## src/rtl/router_pkg.sv

```systemverilog
// -----------------------------------------------------------------------------
// router_pkg
// Shared definitions for the 1x3 router: byte width, output FIFO geometry,
// header byte field positions and the synchronizer soft-reset time-out.
// Header byte layout: [7:2] payload length, [1:0] destination address.
// -----------------------------------------------------------------------------
package router_pkg;

    localparam int DATA_W       = 8;
    localparam int ROUTER_DEPTH = 16;
    localparam int PTR_W        = 4;

    // Header byte field positions
    localparam int LEN_MSB  = 7;
    localparam int LEN_LSB  = 2;
    localparam int ADDR_MSB = 1;
    localparam int ADDR_LSB = 0;

    // Read-side packet byte counter width; holds payload length + 1 (max 64)
    localparam int PKT_CNT_W = 7;

    // Cycles an output port may sit unread before the synchronizer flushes it
    localparam int SOFT_RESET_TIMEOUT = 30;

    // One stored FIFO entry: header flag alongside the byte
    typedef struct packed {
        logic              hdr;
        logic [DATA_W-1:0] data;
    } fifo_entry_t;

    // Bytes still to come after a header: payload plus the parity byte
    function automatic logic [PKT_CNT_W-1:0] hdr_remaining(input logic [DATA_W-1:0] hdr_byte);
        return PKT_CNT_W'(hdr_byte[LEN_MSB:LEN_LSB]) + PKT_CNT_W'(1);
    endfunction

endpackage

```

## src/rtl/router_fifo_if.sv

```systemverilog
// -----------------------------------------------------------------------------
// router_fifo_if
// Bundles the write side (from the synchronizer / router core), the read side
// (external reader) and the status flags of one router output FIFO.
//   master : drives soft_reset, wr_en, lfd_state, din, rd_en;
//            observes dout, full, empty
//   slave  : the FIFO itself (mirror of master)
// -----------------------------------------------------------------------------
interface router_fifo_if #(
    parameter int DATA_W = router_pkg::DATA_W
);
    logic              soft_reset;
    logic              wr_en;
    logic              lfd_state;
    logic [DATA_W-1:0] din;
    logic              rd_en;
    logic [DATA_W-1:0] dout;
    logic              full;
    logic              empty;

    modport master (
        output soft_reset, wr_en, lfd_state, din, rd_en,
        input  dout, full, empty
    );

    modport slave (
        input  soft_reset, wr_en, lfd_state, din, rd_en,
        output dout, full, empty
    );
endinterface

```

## src/rtl/router_fifo_mem.sv

```systemverilog
// -----------------------------------------------------------------------------
// router_fifo_mem
// Simple dual-port register array: synchronous write, asynchronous read.
// Contents are not reset; the owning FIFO's pointers decide what is valid.
//   clk   : clock, rising edge
//   we    : write enable
//   waddr : write index
//   wdata : write entry
//   raddr : read index
//   rdata : entry at raddr (combinational)
// -----------------------------------------------------------------------------
module router_fifo_mem #(
    parameter int DEPTH = 16,
    parameter int PTR_W = 4,
    parameter int WIDTH = 9
) (
    input  logic             clk,
    input  logic             we,
    input  logic [PTR_W-1:0] waddr,
    input  logic [WIDTH-1:0] wdata,
    input  logic [PTR_W-1:0] raddr,
    output logic [WIDTH-1:0] rdata
);
    logic [WIDTH-1:0] mem_q [DEPTH];

    always_ff @(posedge clk) begin
        if (we) begin
            mem_q[waddr] <= wdata;
        end
    end

    assign rdata = mem_q[raddr];

endmodule

```

## src/rtl/router_fifo.sv

```systemverilog
// -----------------------------------------------------------------------------
// router_fifo
// Per-port output FIFO of the 1x3 router. Stores {hdr_flag, byte} entries,
// reports full/empty to the synchronizer and supplies registered bytes to the
// external reader. On the read side it counts the bytes of the current packet
// so that dout returns to 0 once the parity byte has been delivered.
//   clk  : clock, rising edge
//   rst  : asynchronous active-low reset
//   bus  : router_fifo_if.slave (soft_reset, wr_en, lfd_state, din, rd_en in;
//          dout, full, empty out)
// -----------------------------------------------------------------------------
module router_fifo #(
    parameter int DATA_W = router_pkg::DATA_W,
    parameter int DEPTH  = router_pkg::ROUTER_DEPTH,
    parameter int PTR_W  = router_pkg::PTR_W
) (
    input  logic          clk,
    input  logic          rst,
    router_fifo_if.slave  bus
);
    import router_pkg::*;

    localparam logic [PTR_W:0] PTR_ONE = (PTR_W+1)'(1);

    logic [PTR_W:0]      wr_ptr_q, wr_ptr_d;
    logic [PTR_W:0]      rd_ptr_q, rd_ptr_d;
    logic [PKT_CNT_W-1:0] pkt_cnt_q, pkt_cnt_d;
    logic [DATA_W-1:0]   dout_q, dout_d;

    logic full;
    logic empty;
    logic wr_acc;
    logic rd_acc;
    logic mem_we;
    logic [DATA_W:0] rd_entry;

    // Extra wrap bit distinguishes full from empty when the indices match
    assign empty = (wr_ptr_q == rd_ptr_q);
    assign full  = (wr_ptr_q[PTR_W] != rd_ptr_q[PTR_W]) &&
                   (wr_ptr_q[PTR_W-1:0] == rd_ptr_q[PTR_W-1:0]);

    // full alone decides write acceptance; a same-cycle read does not free a slot
    assign wr_acc = bus.wr_en && !full;
    assign rd_acc = bus.rd_en && !empty;
    assign mem_we = wr_acc && !bus.soft_reset;

    router_fifo_mem #(
        .DEPTH (DEPTH),
        .PTR_W (PTR_W),
        .WIDTH (DATA_W + 1)
    ) u_mem (
        .clk   (clk),
        .we    (mem_we),
        .waddr (wr_ptr_q[PTR_W-1:0]),
        .wdata ({bus.lfd_state, bus.din}),
        .raddr (rd_ptr_q[PTR_W-1:0]),
        .rdata (rd_entry)
    );

    always_comb begin
        wr_ptr_d  = wr_ptr_q;
        rd_ptr_d  = rd_ptr_q;
        pkt_cnt_d = pkt_cnt_q;
        dout_d    = dout_q;

        if (bus.soft_reset) begin
            // Flush: all packet state is dropped along with any same-cycle access
            wr_ptr_d  = '0;
            rd_ptr_d  = '0;
            pkt_cnt_d = '0;
            dout_d    = '0;
        end else begin
            if (wr_acc) begin
                wr_ptr_d = wr_ptr_q + PTR_ONE;
            end

            if (rd_acc) begin
                rd_ptr_d = rd_ptr_q + PTR_ONE;
                dout_d   = rd_entry[DATA_W-1:0];
                if (rd_entry[DATA_W]) begin
                    pkt_cnt_d = hdr_remaining(rd_entry[DATA_W-1:0]);
                end else if (pkt_cnt_q != '0) begin
                    // Stray bytes outside a packet leave the count at zero
                    pkt_cnt_d = pkt_cnt_q - PKT_CNT_W'(1);
                end
            end else if (pkt_cnt_q == '0) begin
                // Packet fully delivered (or none open): idle the output bus
                dout_d = '0;
            end
        end
    end

    always_ff @(posedge clk or negedge rst) begin
        if (!rst) begin
            wr_ptr_q  <= '0;
            rd_ptr_q  <= '0;
            pkt_cnt_q <= '0;
            dout_q    <= '0;
        end else begin
            wr_ptr_q  <= wr_ptr_d;
            rd_ptr_q  <= rd_ptr_d;
            pkt_cnt_q <= pkt_cnt_d;
            dout_q    <= dout_d;
        end
    end

    assign bus.dout  = dout_q;
    assign bus.full  = full;
    assign bus.empty = empty;

endmodule

```

## src/flat_wrapper.sv

```systemverilog
// flat-port wrapper written by rule: the top's interface ports become plain ports
module router_fifo_flat import router_pkg::*;
#(
    parameter int DATA_W = router_pkg::DATA_W,
    parameter int DEPTH  = router_pkg::ROUTER_DEPTH,
    parameter int PTR_W  = router_pkg::PTR_W
)
  (clk, rst, bus_soft_reset, bus_wr_en, bus_lfd_state, bus_din, bus_rd_en, bus_dout, bus_full, bus_empty);
  router_fifo_if #(.DATA_W(DATA_W)) bus_i ();
  input  logic clk;
  input  logic rst;
  input wire logic [$bits(bus_i.soft_reset)-1:0] bus_soft_reset;
  input wire logic [$bits(bus_i.wr_en)-1:0] bus_wr_en;
  input wire logic [$bits(bus_i.lfd_state)-1:0] bus_lfd_state;
  input wire logic [$bits(bus_i.din)-1:0] bus_din;
  input wire logic [$bits(bus_i.rd_en)-1:0] bus_rd_en;
  output wire logic [$bits(bus_i.dout)-1:0] bus_dout;
  output wire logic [$bits(bus_i.full)-1:0] bus_full;
  output wire logic [$bits(bus_i.empty)-1:0] bus_empty;
  assign bus_i.soft_reset = bus_soft_reset;
  assign bus_i.wr_en = bus_wr_en;
  assign bus_i.lfd_state = bus_lfd_state;
  assign bus_i.din = bus_din;
  assign bus_i.rd_en = bus_rd_en;
  assign bus_dout = bus_i.dout;
  assign bus_full = bus_i.full;
  assign bus_empty = bus_i.empty;
  router_fifo #(.DATA_W(DATA_W), .DEPTH(DEPTH), .PTR_W(PTR_W)) u_core (.clk(clk), .rst(rst), .bus(bus_i));
endmodule
```

## config.mk

```make
export PLATFORM = sky130hd
export DESIGN_NAME = router_fifo_flat
export DESIGN_NICKNAME = d
export VERILOG_FILES = /design/src/rtl/router_pkg.sv /design/src/rtl/router_fifo_if.sv /design/src/rtl/router_fifo_mem.sv /design/src/rtl/router_fifo.sv /design/src/flat_wrapper.sv
export SDC_FILE = /design/constraint.sdc
export NUM_CORES = 1
export LEC_CHECK = 0
export ABC_AREA = 1
export BUFFER_PORTS_ARGS = -buffer_cell sky130_fd_sc_hd__buf_2
export CAP_MARGIN = 10
export CORE_ASPECT_RATIO = 2
export CORE_MARGIN = 1
export CORE_UTILIZATION = 62
export CTS_CLUSTER_SIZE = 25
export DETAILED_ROUTE_END_ITERATION = 7
export PLACE_DENSITY = 0.8
export SLEW_MARGIN = 20
export SYNTH_ARGS = -nofsm -noshare
export SYNTH_HDL_FRONTEND = slang
export SYNTH_HIERARCHICAL = 1
export SYNTH_SLANG_ARGS = --single-unit
```

## constraint.sdc

```tcl
create_clock -name clk -period 3.05 [get_ports clk]
set_clock_uncertainty 0.05 [all_clocks]
set_input_delay 0.61 -clock clk [delete_from_list [all_inputs] [get_ports clk]]
set_output_delay 0.61 -clock clk [all_outputs]
set_load 0.02 [all_outputs]
```

==> results of run 1 <==
## critical path: cells and delay by family (launching register included)
| kind | cells | cell delay [ns] |
|---|---|---|
| buffers and inverters | 3 | 0.36 |
| DFF | 1 | 0.67 |
| and+or+nand+nor | 5 | 0.63 |
## power by group through the flow
| stage | Combinational (W) | Sequential, W | Clock [W] |
|---|---|---|---|
| global route | 0.00104 | 0.00268 | 0.00234 |
| detailed placement | 0.000917 | 0.00272 | 0 |
| global placement | 0.000890 | 0.00271 | 0 |
| CTS | 0.000924 | 0.00267 | 0.00224 |
| floorplan | 0.000697 | 0.00270 | 0 |
| finish | 0.000947 | 0.00267 | 0.00223 |
## Yosys cell counts
master,number
nand2_1,259
or2_1,1
nand2_2,3
xnor2_1,1
clkbuf_1,1
o2bb2ai_1,1
nor2_2,2
o21ai_1,3
o21ai_0,9
a21oi_1,1
buf_2,8
edfxtp_1,144
inv_1,131
o22ai_1,1
xor2_1,8
clkinv_1,2
ha_1,4
nand3b_1,2
inv_8,1
buf_4,12
nor2_1,33
nand4_1,17
nand2_4,1
nor3_1,1
dfrtp_1,25
inv_2,1
inv_4,1
nand3_1,136
buf_6,10
## metrics by stage
stage / instances / hold slack [ns] / total power [W] / cell area [µm²]
3_5_place_dp: 980 / 0.461 / 0.00364 / 8110
3_3_place_gp: 980 / 0.455 / 0.00360 / 8110
5_1_grt: 1012 / 0.178 / 0.00606 / 8720
2_1_floorplan: 819 / 0.264 / 0.00340 / 7880
6_report: 1012 / 0.131 / 0.00585 / 8720
4_1_cts: 1012 / 0.140 / 0.00583 / 8720
## area by class of cell
cell class	count	area, µm²	share of cell area
clock buffers	17	425	0.0488
clock inverters	15	190	0.0218
inverters	136	520	0.0597
multi-input cells	483	2160	0.248
flip-flops and latches	169	4950	0.567
well taps	147	184	0.0211
repair buffers	45	293	0.0336
## state kept, by name, indices dropped and copies added (netlist names)
name,cells
u_core/bus.dout,8
u_core/rd_ptr_q,5
u_core/u_mem/mem_q,144
u_core/wr_ptr_q,5
u_core/pkt_cnt_q,7
## kinds of logic after synthesis
logic type | share of synthesized area
flip-flops | 0.628
XOR/XNOR | 0.0100
AND/OR/NAND/NOR | 0.248
adder cells (fa/ha/maj) | 0.00635
buffers and inverters | 0.0974
AO/OA/AOI/OAI | 0.0102
## routing by layer
layer	track usage	vias up	share of wire
met2	0.533	262	0.54
li1	-	2718	-
met1	0.320	2738	0.35
met4	0.180	0	0.058
met5	0	-	0
met3	0.0429	75	0.049
## worst paths after layout
check	start	endpoint	slack, ns	cells past startpoint
worst min-delay path	rst	u_core/wr_ptr_q[4]	0.13	1
worst max-delay path	u_core/rd_ptr_q[0]	bus_full	0.31	8
max in group asynchronous	rst	u_core/rd_ptr_q[0]	2.41	1
min in group clk	bus_wr_en	u_core/wr_ptr_q[1]	0.47	3
worst min register to register	u_core/bus.dout[1]	u_core/bus.dout[1]	0.47	2
worst max register to register	u_core/rd_ptr_q[0]	u_core/pkt_cnt_q[4]	0.33	13
==> results by group, run 1 <==
Run status
  • Outcome: finished clean

Routing
  • Post-DRT Antenna Nets: 0
  • Vias: approximately 5,800
  • Drt initial violations: between 400 and 500
  • Routed length per instance: 18.4 µm
  • Initial DRT Pass Iterations: 6
  • Final WL: 18.6 mm
  • Avg Vias per Cell: ~5.7
  • # DRC: 0

Logic synthesis
  • Syn nets: 837
  • Sequential fraction of the synthesis area: 0.628
  • Syn Inst Count: 819
  • Post-Synthesis Cell Area: between 7000 and 8000 µm²
  • Synth unique cells: 29
  • Yosys top cell by area: edfxtp_1
  • #FFs+latches synth: between 150 and 200
  • Synth area leaders: edfxtp_1 55%, nand2_1 12%, nand3_1 8.6%
  • YS warnings: 6
  • Syn avg cell area: 9.62 µm²
  • Top cell type's share of synthesized area: 0.549

Global routing
  • First-pass GRT wire length: ~28 mm
  • Largest net degree at the start of global routing: 73
  • Initial antenna violation count: 0
  • GRT Residual Overflow: 0
  • Number of global-route vias before repair: 5,613
  • Total GRT Usage: 0.298

Worst setup path
  • Delay of the slowest critical-path stage: between 0.6 and 0.7 ns
  • CP max FO: 21
  • Slowest cell on the critical path: dfrtp_2
  • Setup crit start kind: flop
  • Crit path kind: reg2out
  • Critical path arrival: ~2.1 ns
  • CP required: between 2 and 2.5 ns
  • Crit-path cells: inv_1 -> nand2_1 -> nand2_1 -> nor2_1 -> nand2_1 -> or2_1 -> inv_1 -> buf_2
  • Critical path's most frequent cell: nand2_1
  • Critical Path End Type: primary output

Power
  • Sw frac: 0.287
  • Seq pwr share: 0.457
  • Cell leakage power: 3.94 nW
  • Combinational Power Share: 0.162
  • Peak supply drop: around 0.63 mV
  • Internal power: 0.00417 W
  • Clk network pwr share: 0.381
  • PwrDens: 670 nW/µm²
  • P_sw: ~0.0017 W

Clock tree
  • H-tree levels: 4
  • CTS tree: done
  • Post-CTS sizing: 0
  • CTS Hold Buffers Added: 0
  • CTS root buf: clkbuf_16
  • Bufs on Longest Clock Path: 2
  • Worst-path clk slew: 0.07 ns
  • Worst-Skew Late Latency: ~0.42 ns
  • Clock Sinks: 169
  • Post-CTS Setup Bufs: 0
  • CTS Buf Count: 17

Timing
  • RSZ-0062 raised after global routing: false
  • Final setup margin: between 0.3 and 0.4 ns
  • Count of pins over their slew limit: 0
  • Max Fclk: 365 MHz
  • Final setup TNS: 0 ns
  • Final setup fails: 0
  • Relative slew slack: 0.621
  • Final worst path period need: 2.74 ns
  • Worst-Margin Slew: about 0.57 ns
  • Period utilization: 0.897
  • Final hold violation count: 0

Placed design
  • GP Congestion: roughly 1
  • Final HPWL DP: 12.3 mm
  • Pre-CTS setup slack: 0.437 ns
  • PortBufs: 23

Final layout
  • Fillers: 879
  • Layout Utilization: 0.711
  • Share of layout cells above drive strength 1: 0.0994
  • Layout overhead on the synthesized area: 10.8%
  • Layout Nets: 870
  • Diodes inserted: 0
  • Commonest cells after routing, fill and taps aside: 259 x nand2_1, 144 x edfxtp_1, 136 x nand3_1
  • Most common cell after layout, fill and taps aside: nand2_1

Floorplanning
  • Num ports: 24
  • Site row count: 57
  • DIE HEIGHT: ~160 µm
  • Die area: 13,200 µm²
  • Die Span X: 81.7 µm
  • Core area: ~12,000 µm²
  • Initial Util: 0.642

Job
  • Max_cap viols: 0

Min path
  • Worst hold path type: in2async
Power figures use the tool's default switching activity.
==> run 2: changes to the inputs <==
--- a/config.mk
+++ b/config.mk
@@ -9,5 +9,4 @@
 export BUFFER_PORTS_ARGS = -buffer_cell sky130_fd_sc_hd__buf_2
 export CAP_MARGIN = 10
-export CORE_ASPECT_RATIO = 2
 export CORE_MARGIN = 1
 export CORE_UTILIZATION = 62
==> constraint.sdc (replaced) <==
create_clock -name clk -period 3.05 [get_ports clk]
set_clock_uncertainty 0.05 [all_clocks]
set_input_delay 0.4575 -clock clk [delete_from_list [all_inputs] [get_ports clk]]
set_output_delay 0.4575 -clock clk [all_outputs]
set_load 0.02 [all_outputs]
==> run 2 against run 1 <==
Effect of this change: die area shrank 0.21%; sequential share of layout area shrank 0.32 points; global-route usage shrank 1.3 points; first-iteration DRC count grew 44%; hold slack gained 0.18 ns; flip-flop and latch count is the same; count of clock-buffer cells in the layout grew 2; total power grew 0.54%; fmax shrank 0.80%; final cell count grew 2.3%; design area grew 0.56%; sequential power is essentially flat; largest cell class unchanged.
==> results by group, run 2 (same netlist as run 1, synthesis figures left out) <==
Run status
  • Outcome: finished clean

Worst setup path
  • R2R Path End: u_core/pkt_cnt_q[2]
  • Slowest cell on the critical path: buf_4
  • Worst reg2reg path startpoint: u_core/rd_ptr_q[0]
  • Crit-path cells: buf_4 -> nand2_1 -> nand3_1 -> nand3_1 -> nand3_1 -> nand2_1 -> nor2_1 -> nand4_1 -> nand2_2 -> nand2_1 -> nand2_1
  • CP required: 3.36 ns (+0.97 ns)
  • CP max FO: 46 (+120%)
  • Critical Path End Type: flop
  • Worst R2R Setup Slack: 0.29 ns (-0.04 ns)
  • CP delay by family, top: simple AND/OR/NAND/NOR gates
  • Reg2Reg Depth: 11 (-2)
  • Critical path's most frequent cell: nand2_1
  • Critical path arrival: 3.07 ns (+0.99 ns)
  • Buf/Inv on CP: 1 (-2)
  • CP Launch Point: u_core/rd_ptr_q[0]
  • Setup crit start kind: flop
  • Crit path kind: reg2reg
  • Delay of the slowest critical-path stage: 0.47 ns (-0.20 ns)

Final layout
  • Layout overhead on the synthesized area: 11.4%
  • Fin area: 8770 µm² (+0.56%)
  • Largest Register: u_core/u_mem/mem_q
  • Share of layout cells above drive strength 1: 0.0969 (-0.00254)
  • Diodes inserted: 0 (unchanged)
  • Layout Utilization: 0.718 (+0.00720)
  • Fillers: 879 (unchanged)
  • Largest register FFs: 144 (unchanged)
  • Multi-input gate area: 2160 µm² (unchanged)
  • Commonest cells after routing, fill and taps aside: 259 x nand2_1, 144 x edfxtp_1, 136 x nand3_1
  • Most common cell after layout, fill and taps aside: nand2_1
  • Register area: 4950 µm² (unchanged)
  • Layout Nets: 872 (+0.23%)

Clock tree
  • Bufs on Longest Clock Path: 2 (unchanged)
  • CTS Buf Count: 17 (unchanged)
  • Post-CTS Setup Bufs: 0 (unchanged)
  • Post-CTS sizing: 0 (unchanged)
  • Clock Sinks: 169 (unchanged)
  • H-tree levels: 4 (unchanged)
  • Worst-path clk slew: 0.06 ns (about the same)
  • CTS tree: done
  • CTS root buf: clkbuf_16
  • Worst-Skew Late Latency: 0.42 ns (about the same)

Floorplanning
  • DIE HEIGHT: 115 µm (-29%)
  • Die area: 13,200 µm² (-0.21%)
  • Core area: 12,200 µm² (-0.45%)
  • Site row count: 40 (-30%)
  • Num ports: 24 (unchanged)
  • Die Span X: 115 µm (+40%)
  • Initial Util: 0.645 (+0.00290)

Global routing
  • GRT Residual Overflow: 0 (unchanged)
  • Initial antenna violation count: 0 (unchanged)
  • Largest net degree at the start of global routing: 73 (unchanged)
  • Number of global-route vias before repair: 5,550 (-1.1%)
  • First-pass GRT wire length: 27.4 mm (-3.1%)
  • Total GRT Usage: 0.286 (-0.0126)

Placed design
  • Placement Cell Area: 8130 µm² (+0.26%)
  • Final HPWL DP: 10.7 mm (-13%)
  • GP Congestion: 0.870 (-14%)
  • PortBufs: 23 (unchanged)

Power
  • Peak supply drop: 0.600 mV (-5.4%)
  • Sw frac: 0.268 (-0.0184)
  • Final Power: 0.00588 W (+0.54%)
  • Internal power: 0.00430 W (+3.1%)
  • PwrDens: 670 nW/µm² (about the same)
  • Cell leakage power: 3.95 nW (+0.21%)
  • Clk network pwr share: 0.392 (+0.011)
  • Combinational Power Share: 0.157 (-0.005)
  • P_sw: 0.00158 W (-5.9%)
  • Seq pwr share: 0.451 (-0.006)

Routing
  • Final WL: 17.3 mm (-7.4%)
  • Drt initial violations: 675 (+44%)
  • Vias: 5,696 (-1.7%)
  • Initial DRT Pass Iterations: 6 (unchanged)
  • Avg Vias per Cell: 5.50 (-3.9%)
  • Post-DRT Antenna Nets: 0 (unchanged)
  • Routed length per instance: 16.7 µm (-9.4%)
  • # DRC: 0 (unchanged)

Timing
  • Final hold violation count: 0 (unchanged)
  • Final worst path period need: 2.76 ns (+0.0221 ns)
  • Count of pins over their slew limit: 0 (unchanged)
  • Period utilization: 0.904 (+0.00723)
  • Relative slew slack: 0.472 (-0.149)
  • RSZ-0062 raised after global routing: false
  • Worst-Margin Slew: 0.790 ns (+0.221 ns)
  • Final setup TNS: 0 ns (unchanged)
  • Max Fclk: 363 MHz (-0.80%)
  • Final setup fails: 0 (unchanged)

Job
  • Max_cap viols: 0 (unchanged)

Min path
  • Worst Hold Depth: 3
  • Hold EP: u_core/wr_ptr_q[2]
  • Hold_sp: bus_wr_en
  • Worst hold path type: in2reg
-- run 2: changes by cell type in the layout (fill, tap and decap cells not counted), sizes merged --
cell | before | now
buf | 45 | 46
bufinv | 3 | 5
clkbuf | 17 | 19
clkinvlp | 1 | 2
dlygate4sd3 | 0 | 1
inv | 140 | 135
-- run 2: worst max-delay path by stage --
| stage | cells past startpoint | slack (ns) | to |
|---|---|---|---|
| after global placement | 11 | 0.54 | u_core/pkt_cnt_q[5] |
| after floorplan | 11 | 0.90 | u_core/u_mem/mem_q[12][0] |
| after detailed placement | 11 | 0.41 | u_core/pkt_cnt_q[3] |
| after CTS | 11 | 0.38 | u_core/pkt_cnt_q[5] |
| final | 11 | 0.29 | u_core/pkt_cnt_q[2] |
| after global routing | 11 | 0.11 | u_core/pkt_cnt_q[5] |
-- run 2: tightest hold or removal path, delay by kind of cell --
kind	cells	cell delay [ns]
simple gates	2	0.15
buf+inv	1	0.15
-- run 2: final cells by class --
type | instances | area share
clock buffers | 19 | 0.0493
clock inverters | 13 | 0.0228
inverters | 136 | 0.0593
multi-input cells | 483 | 0.246
flip-flops and latches | 169 | 0.564
well taps | 168 | 0.0240
repair buffers | 47 | 0.0339
-- run 2: stage by stage --
step	setup slack, ns	hold slack, ns	cells
floorplan	0.898	0.112	819
global placement	0.538	0.421	1002
detailed placement	0.413	0.442	1002
CTS	0.382	0.297	1035
global route	0.106	0.309	1035
finish	0.291	0.313	1035
-- run 2: power groups by stage --
| stage | Combinational [W] | Sequential, W | Clock, W |
|---|---|---|---|
| 2_1_floorplan | 0.000697 | 0.00270 | 0 |
| 3_3_place_gp | 0.000873 | 0.00269 | 0 |
| 3_5_place_dp | 0.000897 | 0.00269 | 0 |
| 4_1_cts | 0.000910 | 0.00265 | 0.00233 |
| 5_1_grt | 0.00103 | 0.00266 | 0.00242 |
| 6_report | 0.000925 | 0.00265 | 0.00230 |
-- run 2: timing repair --
action / in CTS / in global routing
endpoints found under the setup margin: 0 / 0
hold endpoints to repair: 25 / 0
hold buffers: 1 / 0
-- run 2: routing by layer --
| layer | global-route usage | vias to the layer above | wire length, µm |
|---|---|---|---|
| li1 | - | 2722 | - |
| met1 | 0.351 | 2678 | 6690 |
| met2 | 0.489 | 262 | 8890 |
| met3 | 0.0656 | 34 | 1340 |
| met4 | 0.122 | 0 | 343 |
| met5 | 0 | - | 0 |
==> run 3: changes to the inputs <==
- GPL_TIMING_DRIVEN: default -> 0
==> run 3 against run 2 <==
Effect of this change: non-clock buffer count grew 8; design area is essentially flat; critical path depth is the same; hold slack lost 0.0045 ns; count of clock-buffer cells in the layout shrank 2; setup slack gained 0.0085 ns; wire length grew 9.9%; final cell count grew 0.77%; die area is the same; sequential power is essentially flat; largest cell class unchanged.
==> results by group, run 3 (same netlist as run 1, synthesis figures left out) <==
Floorplanning
  • Initial Util: 0.645 (unchanged)
  • Die area: 13,200 µm² (unchanged)
  • Core area: 12,200 µm² (unchanged)
  • Site row count: 40 (unchanged)
  • Die Span X: 115 µm (unchanged)
  • DIE HEIGHT: 115 µm (unchanged)
  • Num ports: 24 (unchanged)

Clock tree
  • CTS tree: done
  • Post-CTS sizing: 0 (unchanged)
  • CTS root buf: clkbuf_16
  • H-tree levels: 4 (unchanged)
  • CTS Buf Count: 17 (unchanged)
  • Bufs on Longest Clock Path: 2 (unchanged)
  • Worst-path clk slew: 0.07 ns (about the same)
  • Clock Sinks: 169 (unchanged)
  • Worst-Skew Late Latency: 0.43 ns (about the same)

Worst setup path
  • CP required: 3.05 ns (-0.31 ns)
  • Critical path arrival: 2.75 ns (-0.32 ns)
  • Crit path kind: reg2reg
  • Delay of the slowest critical-path stage: 0.77 ns (+0.30 ns)
  • CP delay by family, top: simple AND/OR/NAND/NOR gates
  • Slowest cell on the critical path: nor2_1
  • Critical Path End Type: flop
  • Setup crit start kind: flop
  • CP max FO: 9 (-80%)
  • Buf/Inv on CP: 2 (+1)
  • Crit-path cells: inv_1 -> nand2_1 -> nand2_1 -> nor2_1 -> nand2_1 -> or2_1 -> buf_6 -> nand2_4 -> nor2_1 -> nand3b_1 -> nor2_1

Routing
  • # DRC: 0 (unchanged)
  • Post-DRT Antenna Nets: 0 (unchanged)
  • Initial DRT Pass Iterations: 5 (-1)
  • Vias: 5,888 (+3.4%)
  • Final WL: 19.0 mm (+9.9%)
  • Drt initial violations: 800 (+19%)
  • Routed length per instance: 18.2 µm (+9.1%)
  • Avg Vias per Cell: 5.65 (+2.6%)

Timing
  • Relative slew slack: 0.366 (-0.105)
  • Period utilization: 0.902 (-0.00280)
  • Count of pins over their slew limit: 0 (unchanged)
  • Max Fclk: 364 MHz (+0.31%)
  • RSZ-0062 raised after global routing: false
  • Final setup margin: 0.300 ns (+0.00855 ns)
  • Final hold violation count: 0 (unchanged)
  • Final setup TNS: 0 ns (unchanged)
  • Worst-Margin Slew: 0.947 ns (+0.158 ns)
  • Final setup fails: 0 (unchanged)
  • Final worst path period need: 2.75 ns (-0.00855 ns)

Global routing
  • Total GRT Usage: 0.315 (+0.0292)
  • First-pass GRT wire length: 29.4 mm (+7.4%)
  • Number of global-route vias before repair: 5,463 (-1.6%)
  • GRT Residual Overflow: 0 (unchanged)
  • Initial antenna violation count: 0 (unchanged)
  • Largest net degree at the start of global routing: 26 (-64%)

Placed design
  • Final HPWL DP: 12.7 mm (+19%)
  • Pre-CTS setup slack: 0.381 ns (-0.0318 ns)
  • GP Congestion: 0.909 (+4.5%)
  • PortBufs: 23 (unchanged)

Final layout
  • Largest Register: u_core/u_mem/mem_q
  • Diodes inserted: 0 (unchanged)
  • Layout Nets: 880 (+0.92%)
  • Commonest cells after routing, fill and taps aside: 259 x nand2_1, 144 x edfxtp_1, 136 x nand3_1
  • Fillers: 906 (+3.1%)
  • Largest register FFs: 144 (unchanged)
  • Layout overhead on the synthesized area: 11.3% (about the same)
  • Share of layout cells above drive strength 1: 0.104 (+0.00711)
  • Most common cell after layout, fill and taps aside: nand2_1

Min path
  • Worst hold path type: in2reg

Power
  • Peak supply drop: 0.653 mV (+8.7%)
  • Cell leakage power: 3.94 nW (-0.26%)
  • PwrDens: 651 nW/µm² (-2.8%)

Job
  • Max_cap viols: 0 (unchanged)

Run status
  • Outcome: finished clean
## run 3: changes by cell type in the layout (fill, tap and decap cells not counted)
cell        previous run  this run
buf_4                 23        12
buf_6                  0        10
buf_2                 23        31
bufinv_16              5         1
clkinvlp_4             2         5
clkinv_4               1         3
clkbuf_1               2         1
clkinv_1               4         5
clkinv_2               2         1
dfrtp_1               24        25
dfrtp_2                1         0
inv_6                  1         2
## run 3: per-layer routing
metal / track usage / share of wire
met5: 0 / 0
met4: 0.127 / 0.028
met3: 0.0815 / 0.096
met2: 0.474 / 0.47
met1: 0.443 / 0.41
## run 3: worst register-to-register path, delay by kind of cell (launching register included)
| family | cells | cell delay, ns |
|---|---|---|
| DFF | 1 | 0.45 |
| buffers and inverters | 2 | 0.27 |
| and+or+nand+nor | 9 | 1.61 |
## run 3: stage by stage
step	cell area [µm²]	util	total power, W	cells	hold slack (ns)
floorplan	7880	-	0.00340	819	0.112
global placement	8200	0.672	0.00369	1010	0.425
detailed placement	8200	0.672	0.00372	1010	0.439
CTS	8770	0.718	0.00571	1043	0.301
global route	8770	0.718	0.00594	1043	0.311
finish	8770	0.718	0.00571	1043	0.308
## run 3: layout make-up
| type | instances | area, µm² | share of cell area |
|---|---|---|---|
| Clock inverter | 15 | 128 | 0.0146 |
| Timing Repair Buffer | 24 | 125 | 0.0143 |
| Tap cell | 168 | 210 | 0.0240 |
| Sequential cell | 169 | 4950 | 0.565 |
| Multi-Input combinational cell | 483 | 2160 | 0.247 |
| Buffer | 31 | 246 | 0.0281 |
| Inverter | 136 | 520 | 0.0594 |
| Clock buffer | 17 | 425 | 0.0485 |
## run 3: path summary, 6_finish.rpt
check,depth (start not counted),slack [ns],startpoint,end
max,11,0.30,u_core/rd_ptr_q[0],u_core/u_mem/mem_q[9][1]
min,3,0.31,bus_wr_en,u_core/wr_ptr_q[0]
max reg2reg,11,0.30,u_core/rd_ptr_q[0],u_core/u_mem/mem_q[9][1]
min reg2reg,2,0.46,u_core/pkt_cnt_q[1],u_core/pkt_cnt_q[1]
max in group asynchronous,2,2.04,rst,u_core/wr_ptr_q[0]
min in group asynchronous,2,0.52,rst,u_core/pkt_cnt_q[6]
## run 3: what timing repair did
item                                   in CTS  in global routing
buffers inserted                            0                  0
setup endpoints to repair                   0                  0
endpoints found under the hold margin      25                  0
hold buffers                                1                  0
## run 3: where the power goes
part / leakage [nW] / switching [W] / internal [W] / total [W]
clock: 0.254 / 0.000880 / 0.00112 / 0.00200
sequential: 1.64 / 0.0000651 / 0.00258 / 0.00265
combinational: 2.05 / 0.000727 / 0.000337 / 0.00106
